**src/rtl/mac_accumulator.sv**
```systemverilog
`timescale 1ns/1ps
`default_nettype none
// +--------------------------------------------------------------------------+
// | mac_accumulator: saturating signed frame accumulator behind the MAC     |
// | adder array, valid/ready in and held valid/ready result out.             |
// | Revision: 1.0                                                            |
// +--------------------------------------------------------------------------+
module mac_accumulator #(
  parameter int P_W     = 16,
  parameter int ACC_W   = 24,
  parameter int FRAME_N = 8
) (
  input  logic                    CLK_I,
  input  logic                    RST_I,
  input  logic                    CLR_I,
  input  logic signed [P_W-1:0]   PROD_I,
  input  logic                    PROD_VALID_I,
  input  logic                    LAST_I,
  output logic                    PROD_READY_O,
  output logic signed [ACC_W-1:0] ACC_O,
  output logic                    ACC_VALID_O,
  input  logic                    ACC_READY_I,
  output logic                    OVF_O
);

  localparam int                  c_CNT_W   = $clog2(FRAME_N + 1);
  localparam logic [c_CNT_W-1:0]  c_FRAME_N = c_CNT_W'(FRAME_N);
  localparam logic [0:0]          c_ST_ACCUM = 1'b0;
  localparam logic [0:0]          c_ST_HOLD  = 1'b1;

  logic [0:0]               state_q, state_d;
  logic                     ready_q, ready_d;
  logic signed [ACC_W-1:0]  acc_q, acc_d;
  logic [c_CNT_W-1:0]       cnt_q, cnt_d;
  logic                     ovf_q, ovf_d;
  logic signed [ACC_W-1:0]  res_q, res_d;
  logic                     res_ovf_q, res_ovf_d;
  logic                     res_vld_q, res_vld_d;

  logic                     w_accept;
  logic signed [ACC_W:0]    w_sum;
  logic                     w_pos_ovf;
  logic                     w_neg_ovf;
  logic                     w_sat_hit;
  logic signed [ACC_W-1:0]  w_sat;
  logic [c_CNT_W-1:0]       w_cnt_inc;
  logic                     w_close;

  // ready_q stays low for the first cycle after reset release, then tracks ACCUM
  assign PROD_READY_O = ready_q & ~CLR_I;
  assign w_accept     = PROD_VALID_I & PROD_READY_O;

  assign w_sum     = {acc_q[ACC_W-1], acc_q}
                   + {{(ACC_W + 1 - P_W){PROD_I[P_W-1]}}, PROD_I};
  assign w_pos_ovf = ~w_sum[ACC_W] &  w_sum[ACC_W-1];
  assign w_neg_ovf =  w_sum[ACC_W] & ~w_sum[ACC_W-1];
  assign w_sat_hit = w_pos_ovf | w_neg_ovf;
  assign w_sat     = w_pos_ovf ? {1'b0, {(ACC_W-1){1'b1}}} :
                     w_neg_ovf ? {1'b1, {(ACC_W-1){1'b0}}} :
                                 w_sum[ACC_W-1:0];

  assign w_cnt_inc = cnt_q + 1'b1;
  assign w_close   = LAST_I | (w_cnt_inc == c_FRAME_N);

  always_comb begin
    state_d   = state_q;
    acc_d     = acc_q;
    cnt_d     = cnt_q;
    ovf_d     = ovf_q;
    res_d     = res_q;
    res_ovf_d = res_ovf_q;
    res_vld_d = res_vld_q;
    if (CLR_I) begin
      state_d   = c_ST_ACCUM;
      acc_d     = '0;
      cnt_d     = '0;
      ovf_d     = 1'b0;
      res_d     = '0;
      res_ovf_d = 1'b0;
      res_vld_d = 1'b0;
    end else if (state_q == c_ST_ACCUM) begin
      if (w_accept) begin
        if (w_close) begin
          res_d     = w_sat;
          res_ovf_d = ovf_q | w_sat_hit;
          res_vld_d = 1'b1;
          state_d   = c_ST_HOLD;
          acc_d     = '0;
          cnt_d     = '0;
          ovf_d     = 1'b0;
        end else begin
          acc_d = w_sat;
          cnt_d = w_cnt_inc;
          ovf_d = ovf_q | w_sat_hit;
        end
      end
    end else begin
      if (ACC_READY_I) begin
        res_vld_d = 1'b0;
        state_d   = c_ST_ACCUM;
      end
    end
    ready_d = (state_d == c_ST_ACCUM);
  end

  always_ff @(posedge CLK_I or posedge RST_I) begin
    if (RST_I) begin
      state_q   <= c_ST_ACCUM;
      ready_q   <= 1'b0;
      acc_q     <= '0;
      cnt_q     <= '0;
      ovf_q     <= 1'b0;
      res_q     <= '0;
      res_ovf_q <= 1'b0;
      res_vld_q <= 1'b0;
    end else begin
      state_q   <= state_d;
      ready_q   <= ready_d;
      acc_q     <= acc_d;
      cnt_q     <= cnt_d;
      ovf_q     <= ovf_d;
      res_q     <= res_d;
      res_ovf_q <= res_ovf_d;
      res_vld_q <= res_vld_d;
    end
  end

  assign ACC_O       = res_q;
  assign OVF_O       = res_ovf_q;
  assign ACC_VALID_O = res_vld_q;

endmodule
`default_nettype wire

```
**config.mk**
```make
export PLATFORM = sky130hd
export DESIGN_NAME = mac_accumulator
export DESIGN_NICKNAME = d
export VERILOG_FILES = /design/src/rtl/mac_accumulator.sv
export SDC_FILE = /design/constraint.sdc
export NUM_CORES = 1
export LEC_CHECK = 0
export CORE_AREA = 2 2 124 126
export DETAILED_ROUTE_END_ITERATION = 16
export DIE_AREA = 0 0 126 128
export PLACE_DENSITY = 0.53
export SETUP_SLACK_MARGIN = 0.3
export SLEW_MARGIN = 20
export SYNTH_ARGS = -nofsm -noshare
export SYNTH_HDL_FRONTEND = slang
export SYNTH_SLANG_ARGS = --single-unit
```
**constraint.sdc**
```tcl
create_clock -name CLK_I -period 4.25 [get_ports CLK_I]
set_input_delay 0.85 -clock CLK_I [delete_from_list [all_inputs] [get_ports CLK_I]]
set_output_delay 0.85 -clock CLK_I [all_outputs]
set_load 0.05 [all_outputs]
```
==> results.md <==
* Hold-fix buffer count after cts at 0
* Worst reg2reg setup slack at 1010 ps
* Number of input and output port buffers inserted at 48
* H-tree levels at 3
* Most frequent CP cell: a21oi_2
* Post-synthesis cell count at 397
* Top delay family on crit path: compound AO/OA/AOI/OAI gates
* Xor-xnor portion of the synthesized cell area at under 10%
* Main combinational cell family by area after synthesis: compound AO/OA/AOI/OAI gates
* Global route overflow at 0
* R2R cell count at 15
* Register bit total from synthesis at 57
* Initial drt markers at around 140
* Net Count, Synth at ~450
* Num CTS Buffers at 9
* Sw frac at about a third
* Worst Path Buf+Inv at 4
* First-pass iteration count of the detailed router at 4
* WL per Instance at between 15 and 20 um
* Leak Pwr at about 2.3 nW
* Most frequent cells in the layout: 57 x dfrtp_1, 46 x clkdlybuf4s50_1, 41 x buf_4
* Post-route antenna net violation count at 0
* Simple-gate share of the synthesized area at between 15 and 20%
* Register area share after synthesis at 39.0%
* Slowest cell on the critical path: clkdlybuf4s50_1
* Post-synthesis async set-or-reset flop share at 100%
* Arr. time, crit path at 4010 ps
* Die area at between 15000 and 20000 um^2
* # DRC at 0
* Gr usage total at between 10% and 20%
* Dpl hpwl at about 7800 um
* Root buf cell: clkbuf_16
* CTS tree: built
* Switching component of the power at between 700 and 800 uW
* Hold Crit Class: reg -> reg
* Placer Congestion at 0.879
* Status: finished, final reports clean
* # Max-Cap Violations at 0
* Area grow syn2layout at 38.2%
* Crit Path Category: in -> reg
* Adder-Cell Fraction of Synth Area at 10.1%
* Final count of hold timing violations at 0
* Clock buffer depth at 2
* Mean Syn Cell Area at 9.22 um^2
* Max Used Layer: met4
* Final TNS setup at 0 ps
* Initial core utilization at between 20% and 30%
* Vias in the first global route at 3355
* Layout cells sized above 1 at 18.1%
* Int Pwr at 1.36 mW
* Number of synthesized flops with an enable pin at 0
* Vias per inst at just under 5
* Worst reg2reg endpoint: ACC_O[2]
* Num Clock Sinks at 57
* Util after Layout at approximately a third
* Worst vdd ir at 0.215 mV
* Fill cells at 1586
* Crit path max fanout at 5
* Levels on crit path at 16
* Minimum clock period at 3830 ps
* Synth Area in Compound Gates at between 20% and 30%
* Core area at ~15000 um^2
* Routed WL at between 10000 and 15000 um
* Met2 wire len at 4730 um
* CP cell instances: clkdlybuf4s50_1, ha_4, a21oi_2, o21a_1, nor2_1, a211oi_2, o31ai_2, a221o_1, a21oi_2, xor2_1, ha_2, clkinvlp_4, buf_12, buf_4, a31oi_1, o21ai_0
* CTS clk-pin slew, worst paths at roughly 50 ps
* Post-Route Skew at between 9 and 10 ps
* Synth Warn # at 0
* Routed metal-1 wirelength at 5450 um
* Max Clock Freq at 261 MHz
* Logic pwr share at between 30% and 40%
* Clock Latency Late Sink at approximately 340 ps
* PD cells at about 410 nW/um^2
* Finished Layout Cells at a little under 700
* Die span in x at roughly 130 um
* Top FF cell, synth: dfrtp_1
* CP Capture Type: register
* RSZ-0062 raised after global routing: no
* Most common cell after layout, fill and taps aside: dfrtp_1
* Max incr delay on CP at between 500 and 600 ps
* Largest net degree at the start of global routing at 36
* Routed wire length on met3 at 453 um
* Placed cell count at ~650
* Die Y at around 130 um
* Critical Path End: ACC_O[2]
* Post-Syn Area at 3660 um^2
* Sequential share of power at 30.0%
* Period utilization at between 90% and 100%
* Max-slew headroom at 45.3%
* Crit. Startpoint: PROD_I[14]
* Initial antenna violation count at 0
* Required @ worst endpoint at between 4000 and 5000 ps
* R2r startpoint: acc_q[6]
* Clk pwr share at a little over a third
* Vias post-DR at 3257
* Total power at between 2 and 2.5 mW
* Least-Margin Pin Slew at ~820 ps
* Startpoint types: primary input
* First-pass GRT wire length at 17800 um
* IO Count at 49
* Nets at approximately 530
* FP Rows at 45
* Post-synth cell types at roughly 50
* Post-synthesis mux area share at 0%
* Ant. Diodes at 0
* Max Slew Vio Count at 0
* Setup-failing EPs final at 0
==> flip-flops by register name, indices dropped and copies added, names as in the netlist <==
name	count
state_q	1
acc_q	24
ovf_q	1
ready_q	1
cnt_q	4
ACC_VALID_O	1
ACC_O	24
OVF_O	1
==> cell type report <==
| class | instances | area, um^2 | area share (%) |
|---|---|---|---|
| flip-flops and latches | 57 | 1430 | 28.2 |
| inverters | 15 | 60.1 | 1.19 |
| well taps | 188 | 235 | 4.65 |
| multi-input cells | 308 | 2210 | 43.6 |
| clock inverters | 5 | 56.3 | 1.11 |
| repair buffers | 92 | 836 | 16.5 |
| clock buffers | 10 | 239 | 4.72 |
==> power by group through the flow <==
stage	Clock (mW)	Sequential, mW	Combinational, mW
after floorplan	0	0.691	0.355
after detailed placement	0	0.626	0.652
after CTS	0.740	0.618	0.672
after global routing	0.764	0.625	0.785
after global placement	0	0.626	0.649
final	0.726	0.619	0.720
==> what timing repair did <==
action	4_1_cts	5_1_grt
gates resized for setup	5	20
setup endpoints to repair	22	43
pin swaps	0	4
setup buffers	2	4
==> synth_stat cells (4+ instances only) <==
| library cell | n | area share (%) |
|---|---|---|
| a211oi_1 | 6 | 1.2 |
| a21o_1 | 10 | 2.1 |
| a21oi_1 | 40 | 5.5 |
| a221o_1 | 15 | 4.1 |
| a22o_1 | 6 | 1.4 |
| a31oi_1 | 4 | 0.68 |
| clkbuf_1 | 16 | 1.6 |
| dfrtp_1 | 57 | 39 |
| ha_1 | 28 | 9.6 |
| inv_1 | 15 | 1.5 |
| nand2_1 | 39 | 4.0 |
| nand2b_1 | 4 | 0.68 |
| nand3_1 | 7 | 0.96 |
| nand3b_1 | 12 | 2.5 |
| nand4_1 | 5 | 0.85 |
| nor2_1 | 31 | 3.2 |
| nor3_1 | 6 | 0.82 |
| o21a_1 | 4 | 0.82 |
| o21ai_0 | 17 | 2.3 |
| o21ai_1 | 9 | 1.2 |
| o31ai_1 | 6 | 1.2 |
| xnor2_1 | 13 | 3.1 |
| xor2_1 | 10 | 2.4 |
==> kinds of logic after synthesis <==
group                    after synthesis
AO/OA/AOI/OAI                        136
AND/OR/NAND/NOR                      120
flip-flops                            57
buffers and inverters                 32
adder cells (fa/ha/maj)               29
XOR/XNOR                              23
==> routing by layer <==
| metal | vias up | track usage (%) |
|---|---|---|
| li1 | 1634 | - |
| met2 | 73 | 21.2 |
| met4 | 0 | 4.85 |
| met3 | 14 | 3.09 |
| met5 | - | 0 |
| met1 | 1536 | 19.5 |
==> worst reg2reg max path, delay by kind of cell (launching register included) <==
| kind | cells | cell delay, ps |
|---|---|---|
| AOI/OAI and AO/OA | 9 | 1610 |
| adders and majority gates | 2 | 510 |
| DFF | 1 | 410 |
| buffers and inverters | 3 | 390 |
| xor gates and xnor gates | 1 | 180 |
==> worst min-delay path by stage <==
stage | start | to | cells after the start
CTS | acc_q[0] | acc_q[0] | 2
global placement | acc_q[2] | acc_q[2] | 2
detailed placement | acc_q[0] | acc_q[0] | 2
global route | ovf_q | ovf_q | 1
floorplan | acc_q[0] | acc_q[0] | 2
finish | acc_q[0] | acc_q[0] | 2
==> metrics by stage <==
step           area, um^2  hold WS (ps)  setup slack, ps
2_1_floorplan        3660           454              342
3_3_place_gp         4590           471             -113
3_5_place_dp         4590           479             -122
4_1_cts              4920           491              245
6_report             5060           490              422
5_1_grt              5060           510              279
Power figures use the tool's default switching activity.
